===== config.mk =====
export PLATFORM = sky130hd
export DESIGN_NAME = bcd_display_scan
export DESIGN_NICKNAME = d
export VERILOG_FILES = /design/src/rtl/freq_counter_pkg.sv /design/src/rtl/bcd_to_7seg.sv /design/src/rtl/bcd_display_scan.sv
export SDC_FILE = /design/constraint.sdc
export NUM_CORES = 1
export LEC_CHECK = 0
export BUFFER_PORTS_ARGS = -buffer_cell sky130_fd_sc_hd__buf_2
export CORE_AREA = 2 2 110 112
export DETAILED_ROUTE_END_ITERATION = 12
export DIE_AREA = 0 0 112 114
export HOLD_SLACK_MARGIN = 0.15
export PLACE_DENSITY = 0.43
export RECOVER_POWER = 25
export SYNTH_ARGS = -nofsm -noshare
export SYNTH_HDL_FRONTEND = slang
export SYNTH_HIERARCHICAL = 1
export SYNTH_SLANG_ARGS = --single-unit

===== constraint.sdc =====
create_clock -name clk -period 6.6 [get_ports clk]
set_input_delay 1.98 -clock clk [delete_from_list [all_inputs] [get_ports clk]]
set_output_delay 1.98 -clock clk [all_outputs]
set_load 0.01 [all_outputs]

===== src/rtl/freq_counter_pkg.sv =====
// Shared constants for the frequency counter display path.
// Segment patterns are active-low, bit order g,f,e,d,c,b,a.
package freq_counter_pkg;

   localparam int unsigned NUM_DIGITS = 8;

   localparam logic [6:0] SEG_BLANK = 7'h7F;
   localparam logic [6:0] SEG_DASH  = 7'h3F;

   localparam logic [6:0] SEG_0 = 7'h40;
   localparam logic [6:0] SEG_1 = 7'h79;
   localparam logic [6:0] SEG_2 = 7'h24;
   localparam logic [6:0] SEG_3 = 7'h30;
   localparam logic [6:0] SEG_4 = 7'h19;
   localparam logic [6:0] SEG_5 = 7'h12;
   localparam logic [6:0] SEG_6 = 7'h02;
   localparam logic [6:0] SEG_7 = 7'h78;
   localparam logic [6:0] SEG_8 = 7'h00;
   localparam logic [6:0] SEG_9 = 7'h10;

endpackage


===== src/rtl/bcd_to_7seg.sv =====
// Combinational BCD nibble to active-low seven-segment pattern.
// Non-BCD codes show a dash so a corrupt digit is visible on the display.
module bcd_to_7seg
   import freq_counter_pkg::*;
(
   input  logic [3:0] bcd,
   output logic [6:0] seg
);

   always_comb begin
      seg = SEG_DASH;
      case (bcd)
         4'd0:    seg = SEG_0;
         4'd1:    seg = SEG_1;
         4'd2:    seg = SEG_2;
         4'd3:    seg = SEG_3;
         4'd4:    seg = SEG_4;
         4'd5:    seg = SEG_5;
         4'd6:    seg = SEG_6;
         4'd7:    seg = SEG_7;
         4'd8:    seg = SEG_8;
         4'd9:    seg = SEG_9;
         default: seg = SEG_DASH;
      endcase
   end

endmodule


===== src/rtl/bcd_display_scan.sv =====
// Latches eight BCD digits on load and scans them onto a common-anode
// seven-segment display, one digit per REFRESH_DIV cycles, with optional leading-zero blanking.
module bcd_display_scan
   import freq_counter_pkg::*;
#(
   parameter int unsigned REFRESH_DIV = 100000,
   parameter int unsigned CNT_W       = 17
) (
   input  logic       clk,
   input  logic       rst,
   input  logic       load,
   input  logic       blank_lz,
   input  logic [3:0] one,
   input  logic [3:0] ten,
   input  logic [3:0] hundred,
   input  logic [3:0] thousands,
   input  logic [3:0] ten_thousands,
   input  logic [3:0] hundred_thousands,
   input  logic [3:0] millions,
   input  logic [3:0] ten_millions,
   output logic [7:0] an,
   output logic [6:0] seg,
   output logic       dp
);

   logic [CNT_W-1:0] cnt_q;
   logic [2:0]       idx_q;
   logic [3:0]       shadow_q [NUM_DIGITS];
   logic [3:0]       din      [NUM_DIGITS];
   logic [7:0]       an_q, an_d;
   logic [6:0]       seg_q, seg_d;
   logic             tick;
   logic             lz_blank;
   logic             upper_zero;
   logic [6:0]       cur_seg;

   assign din[0] = one;
   assign din[1] = ten;
   assign din[2] = hundred;
   assign din[3] = thousands;
   assign din[4] = ten_thousands;
   assign din[5] = hundred_thousands;
   assign din[6] = millions;
   assign din[7] = ten_millions;

   assign tick = (cnt_q == CNT_W'(REFRESH_DIV - 1));

   bcd_to_7seg u_dec (
      .bcd (shadow_q[idx_q]),
      .seg (cur_seg)
   );

   // Digit i is a leading zero when it and every more-significant digit is zero.
   always_comb begin
      lz_blank   = 1'b0;
      upper_zero = 1'b1;
      for (int i = NUM_DIGITS - 1; i >= 1; i--) begin
         upper_zero = upper_zero & (shadow_q[i] == 4'd0);
         if (idx_q == 3'(i)) lz_blank = upper_zero;
      end
   end

   always_comb begin
      an_d  = an_q;
      seg_d = seg_q;
      if (tick) begin
         if (blank_lz && lz_blank) begin
            an_d  = 8'hFF;
            seg_d = SEG_BLANK;
         end else begin
            an_d  = ~(8'd1 << idx_q);
            seg_d = cur_seg;
         end
      end
   end

   always_ff @(posedge clk) begin
      if (rst) begin
         cnt_q <= '0;
         idx_q <= '0;
         an_q  <= 8'hFF;
         seg_q <= SEG_BLANK;
         for (int i = 0; i < NUM_DIGITS; i++) shadow_q[i] <= 4'd0;
      end else begin
         cnt_q <= tick ? '0 : cnt_q + CNT_W'(1);
         if (tick) idx_q <= idx_q + 3'd1;
         an_q  <= an_d;
         seg_q <= seg_d;
         if (load) begin
            for (int i = 0; i < NUM_DIGITS; i++) shadow_q[i] <= din[i];
         end
      end
   end

   assign an  = an_q;
   assign seg = seg_q;
   assign dp  = 1'b1;

endmodule


==> impl_metrics.py, run 1 <==
metrics = {
    "logic_synthesis": {
        "synth.cell_area_mm2": 0.00343,
        "postSynth.asyncResetShare_pct": 0,
        "syn_inst": 315,
        "ys.flop_type": "dfxtp_1",
        "synth_area_per_cell_um2": 10.9,
        "ys_seq_area_share_pct": 50.1,
        "syn-num-nets": 363,
        "synth_seq_cells": 70,
        "ys_warn_count": 6,
        "synth-edff-count": 32,
        "ys_types": 49,
    },
    "cts": {
        "path_clk_slew_ns": 0.06,
        "numCtsBuffers": 9,
        "cts_num_sinks": 70,
        "tritoncts": "done",
        "clk_latency_ns": 0.33,
        "cts-hold-fix-buffers": 0,
        "htreeDepth": 3,
        "cts-root-buf": "clkbuf_16",
        "clockBufferDepth": 2,
        "cts_resized": 0,
        "post_cts_buffers": 0,
    },
    "pwr": {
        "power.leakage_nw": 1.59,
        "intPower_uw": 803,
        "comb_power_share_pct": 6.3,
        "power_density_mw_per_mm2": 255,
        "pwr-share-clk_pct": 47.1,
        "switching_share_pct": 22.8,
        "sequentialPowerShare_pct": 46.6,
        "ir_drop_v": 0.0000997,
        "switchingPower_uw": 238,
    },
    "worst_hold_path": {
        "worstHoldEndpoint": "cnt_q[0]",
        "worstHoldPathCells": 1,
        "min_path_type": "register to register",
        "hold_start": "cnt_q[0]",
    },
    "critical_path": {
        "rrSetupSlack_ns": 4.00,
        "worst_ep_required_time_ns": 6.80,
        "worstReg2RegEnd": "an[2]",
        "cp.arrival_ns": 3.64,
        "crit_path_end_kind": "register",
        "critPathLaunchType": "primary input",
        "startpoint": "rst",
        "reg2reg_depth": 7,
        "cp_max_fo": 18,
        "critPathKind": "primary input to register",
        "reg2reg_from": "cnt_q[0]",
    },
    "timing": {
        "fin_skew_ns": 0.00670,
        "fmax_mhz": 291,
        "final_hold_viol_count": 0,
        "setup_viol": 0,
        "fin_crit_ns": 3.44,
        "final_max_slew_viol_count": 0,
        "rsz0062_at_grt": "false",
        "finalCritPeriodShare_pct": 52.1,
        "setup_slack_ns": 3.16,
        "worst_pin_slew_ns": 0.940,
        "max-slew-margin-rel_pct": 37.3,
        "tns_ns": 0,
    },
    "routing": {
        "vias_per_cell": 4.66,
        "drcViolationCount": 0,
        "ant_nets": 0,
        "vias": 2395,
        "drtIter0Drc": 94,
        "dr.pass1.iters": 4,
        "drt-total-wl_um": 7330,
        "wire_per_inst_um": 14.3,
    },
    "run_status": {
        "status": "finished clean",
    },
    "grt": {
        "antenna_found_initial": 0,
        "grt_max_degree": 33,
        "grt_pass1_vias": 2334,
        "grt_first_pass_wirelength_um": 12000,
        "grt_overflow": 0,
        "grt_usage_pct": 12.1,
    },
    "layout": {
        "fin_nets": 410,
        "antenna_cells": 0,
        "final_cell_area_mm2": 0.00409,
        "postLayoutCoreUtil_pct": 34.9,
        "drive_gt1_share_pct": 23.7,
        "area_growth_pct": 19.1,
    },
    "place": {
        "gp_congestion": 0.734,
        "hpwl_um": 5370,
        "port_buffers": 50,
        "place_ws_ns": 3.20,
        "dpl_cell_area_mm2": 0.00379,
    },
    "floorplanning": {
        "top_level_ports": 52,
        "die_w_um": 112,
        "dieArea_mm2": 0.0128,
        "start_util_pct": 29.3,
        "die_h_um": 114,
        "coreArea_mm2": 0.0117,
        "num_rows": 40,
    },
    "flow_run": {
        "drv_cap": 0,
    },
}
-- kinds of logic (layout without fill, tap and decap cells) --
family	Yosys count	in the layout	share of synthesized area [%]
compound gates	45	45	8.96
flops	70	70	50.1
buf+inv	23	75	3.35
other cells	1	1	0.109
mux	15	15	7.47
xor+xnor	15	15	3.83
fa+ha+maj	12	12	4.37
simple gates	134	134	21.8
-- state kept, by name, indices dropped and copies added (netlist names), named ones only --
signal,flops
an,8
cnt_q,17
idx_q,3
seg,7
shadow_q,32
-- how the worst max path moves through the flow --
stage,endpoint,slack (ns),cells after the start
global route,cnt_q[14],2.93,4
floorplan,shadow_q[0][0],3.48,2
detailed placement,cnt_q[11],3.20,4
global placement,cnt_q[11],3.24,4
finish,cnt_q[9],3.16,4
CTS,cnt_q[9],3.54,4
-- worst max-delay path, cell delays in order --
cell      delay (ns)
clkbuf_1        0.54
inv_1           0.49
nand2_1         0.51
nor2_1          0.11
-- metal layers --
layer  vias to the layer above  routed length (um)  GRT usage, %
met3                        13                 269          3.35
met2                        40                3170          18.6
met5                         -                   0             0
met1                      1118                3750          16.2
met4                         0                 139          5.37
li1                       1224                   -             -
-- synthesized netlist by cell type (all sizes together), types with 2 or more instances --
cell,count,area share [%]
a21oi,6,0.87
nor2b,13,2.6
or2,6,1.1
and3,6,1.1
a22oi,2,0.44
nor2,38,4.4
mux2,5,1.6
nand3,12,1.7
edfxtp,32,28
nand2,11,1.2
dfxtp,38,22
a31oi,2,0.36
xor2,10,2.6
o311ai,13,3.5
nor3b,3,0.66
clkbuf,8,0.87
mux4,8,5.2
mux2i,2,0.58
and2,26,4.7
xnor2,5,1.3
a21o,3,0.66
and4,3,0.77
o21ai,16,2.3
and2b,2,0.51
buf,7,1.6
inv,8,0.87
ha,12,4.4
nor4,6,1.1
-- cells in the final DEF (no fill, tap or decap), types with 8 or more instances in the layout --
| cell type | count |
|---|---|
| ha_1 | 12 |
| dfxtp_1 | 38 |
| nor2b_1 | 12 |
| mux4_2 | 8 |
| nand2_1 | 11 |
| and2_0 | 9 |
| inv_1 | 8 |
| nand3_1 | 12 |
| and2_1 | 17 |
| buf_2 | 49 |
| o311ai_1 | 12 |
| o21ai_0 | 14 |
| edfxtp_1 | 32 |
| nor2_1 | 37 |
| xor2_1 | 10 |
| clkbuf_16 | 9 |
-- power groups by stage --
stage | Sequential, mW | Clock (mW) | Combinational, mW
3_5_place_dp | 0.494 | 0 | 0.0675
6_report | 0.485 | 0.490 | 0.0658
2_1_floorplan | 0.489 | 0 | 0.0474
3_3_place_gp | 0.495 | 0 | 0.0673
4_1_cts | 0.485 | 0.504 | 0.0682
5_1_grt | 0.487 | 0.521 | 0.0754
-- per-stage QoR --
| stage | instances | total power, mW | hold WS, ns |
|---|---|---|---|
| detailed placement | 498 | 0.562 | 0.458 |
| global placement | 498 | 0.562 | 0.447 |
| global route | 514 | 1.08 | 0.497 |
| CTS | 514 | 1.06 | 0.473 |
| finish | 514 | 1.04 | 0.468 |
| floorplan | 315 | 0.536 | 0.430 |
-- layout make-up --
type                            instances  area (um2)
Inverter                                8        30.0
Fill cell                            1237        7620
Multi-Input combinational cell        222        1600
Timing Repair Buffer                   51         253
Sequential cell                        70        1720
Clock inverter                          7        77.6
Clock buffer                            9         225
Tap cell                              147         184
Note: power is estimated with default switching activity, not from simulation.
==> run 2, diff against run 1 <==
PLACE_DENSITY = 0.45   (was 0.43)
clock period = 3.01 ns   (was 6.6 ns; I/O delays follow)
==> run 2 against run 1 <==
Effect of this change: global-route usage grew 0.068 points; largest cell class unchanged; critical endpoint is now an[0]; hold slack worse by 0.0022 ns; total power rose by 110%; register-to-register slack got worse by 3.5 ns; largest power group is now sequential cells; via count up 2.5%; cell count up 0.58%.
==> impl_metrics.py, run 2 (synthesis gave the netlist of run 1 again) <==
metrics = {
    "layout": {
        "regMostFlops": "shadow_q",
        "antenna_cells": 0,
        "final_cell_mix": "dfxtp_1, buf_2, nor2_1",
        "drive_gt1_share_pct": 20.8,
        "area_growth_pct": 18.3,
        "largest_reg_flops": 32,
        "fin_nets": 413,
    },
    "timing": {
        "max-slew-margin-rel_pct": 31.8,
        "rsz0062_at_grt": "false",
        "final_hold_viol_count": 0,
        "finalCritPeriodShare_pct": 82.4,
        "final_max_slew_viol_count": 0,
        "setup_slack_ns": 0.531,
        "tns_ns": 0,
        "fin_skew_ns": 0.00764,
        "worst_pin_slew_ns": 1.02,
        "fin_crit_ns": 2.48,
        "fmax_mhz": 403,
        "setup_viol": 0,
    },
    "floorplanning": {
        "die_w_um": 112,
        "start_util_pct": 29.3,
        "dieArea_mm2": 0.0128,
        "num_rows": 40,
        "coreArea_mm2": 0.0117,
        "top_level_ports": 52,
        "die_h_um": 114,
    },
    "critical_path": {
        "worst_ep_required_time_ns": 3.16,
        "critPathKind": "register to register",
        "cp.arrival_ns": 2.63,
        "crit_path_end_kind": "register",
        "critPathLaunchType": "register",
        "cp_max_fo": 14,
    },
    "pwr": {
        "comb_power_share_pct": 6.6,
        "switchingPower_uw": 511,
        "switching_share_pct": 23.4,
        "sequentialPowerShare_pct": 48.8,
        "pwr-share-clk_pct": 44.6,
        "power_density_mw_per_mm2": 537,
        "ir_drop_v": 0.000191,
        "power.leakage_nw": 1.58,
        "intPower_mw": 1.67,
    },
    "cts": {
        "cts-root-buf": "clkbuf_16",
        "htreeDepth": 3,
        "numCtsBuffers": 9,
        "cts-hold-fix-buffers": 0,
        "tritoncts": "done",
        "clockBufferDepth": 2,
        "path_clk_slew_ns": 0.06,
        "clk_latency_ns": 0.33,
        "post_cts_buffers": 0,
        "cts_num_sinks": 70,
        "cts_resized": 0,
    },
    "routing": {
        "ant_nets": 0,
        "drcViolationCount": 0,
        "dr.pass1.iters": 4,
        "drt-total-wl_um": 7310,
        "vias": 2454,
        "drtIter0Drc": 115,
        "wire_per_inst_um": 14.1,
        "vias_per_cell": 4.75,
    },
    "grt": {
        "grtUsageMet2_pct": 18.0,
        "grt-busiest-layer": "met2",
        "use_met1_pct": 17.4,
        "grt_util_met3_pct": 2.87,
        "antenna_found_initial": 0,
        "grt_pass1_vias": 2378,
        "grt_usage_pct": 12.2,
        "grt_max_degree": 33,
        "grt_first_pass_wirelength_um": 12300,
        "grt_overflow": 0,
    },
    "place": {
        "port_buffers": 50,
        "place_ws_ns": 0.543,
        "hpwl_um": 5350,
        "gp_congestion": 0.757,
    },
    "worst_hold_path": {
        "min_path_type": "register to register",
    },
    "run_status": {
        "status": "finished clean",
    },
    "flow_run": {
        "drv_cap": 0,
    },
}
run 2: cell types whose count changed in the layout (fill, tap and decap cells not counted), moves of 2 or more:
cell and delta:
and2_1 +9, clkinvlp_4 +2, clkinv_4 +2, clkbuf_1 +13, inv_6 -2, and2_0 -9, buf_2 -11
run 2: worst max-delay path, cell delays in order, from the launching register on:
cell and delay [ns]:
dfxtp_1 0.35, inv_1 0.09, ha_1 0.23, nor2b_1 0.29, mux2_2 0.37, a31oi_1 0.17, o41a_1 0.58, o311ai_1 0.22
run 2: power by group through the flow:
| stage | Sequential [mW] | Combinational (mW) | Clock (mW) |
|---|---|---|---|
| floorplan | 1.07 | 0.104 | 0 |
| global placement | 1.08 | 0.146 | 0 |
| detailed placement | 1.09 | 0.146 | 0 |
| CTS | 1.06 | 0.148 | 1.00 |
| global route | 1.07 | 0.163 | 1.04 |
| finish | 1.07 | 0.143 | 0.975 |
run 2: layout make-up:
class                      instances  area (um2)
timing repair buffer              54         255
tap                              147         184
clock inverter                     6        46.3
clock buffer                      10         229
inverter                           8        30.0
fill                            1221        7650
sequential                        70        1720
multi-input combinational        222        1600
run 2: worst paths after layout:
path	from	end	slack, ns	depth (start not counted)
setup / recovery	idx_q[0]	an[0]	0.53	7
hold / removal	cnt_q[0]	cnt_q[0]	0.47	1
setup reg to reg	idx_q[0]	an[0]	0.53	7
hold reg to reg	cnt_q[0]	cnt_q[0]	0.47	1
run 2: metrics by stage:
stage / power, mW / hold slack, ns / util (%) / instances / instance area (um2)
CTS: 2.21 / 0.470 / 34.9 / 517 / 4090
global route: 2.27 / 0.509 / 34.7 / 517 / 4060
global placement: 1.23 / 0.450 / 32.6 / 501 / 3810
detailed placement: 1.23 / 0.456 / 32.6 / 501 / 3810
floorplan: 1.18 / 0.430 / - / 315 / 3430
finish: 2.18 / 0.466 / 34.7 / 517 / 4060
run 2: layer usage:
layer / vias to the layer above / routed length, um / part of all wire [%]
met2: 56 / 3060 / 42
met3: 9 / 329 / 4.5
met1: 1154 / 3820 / 52
li1: 1235 / - / -
met4: 0 / 97 / 1.3
met5: - / 0 / 0
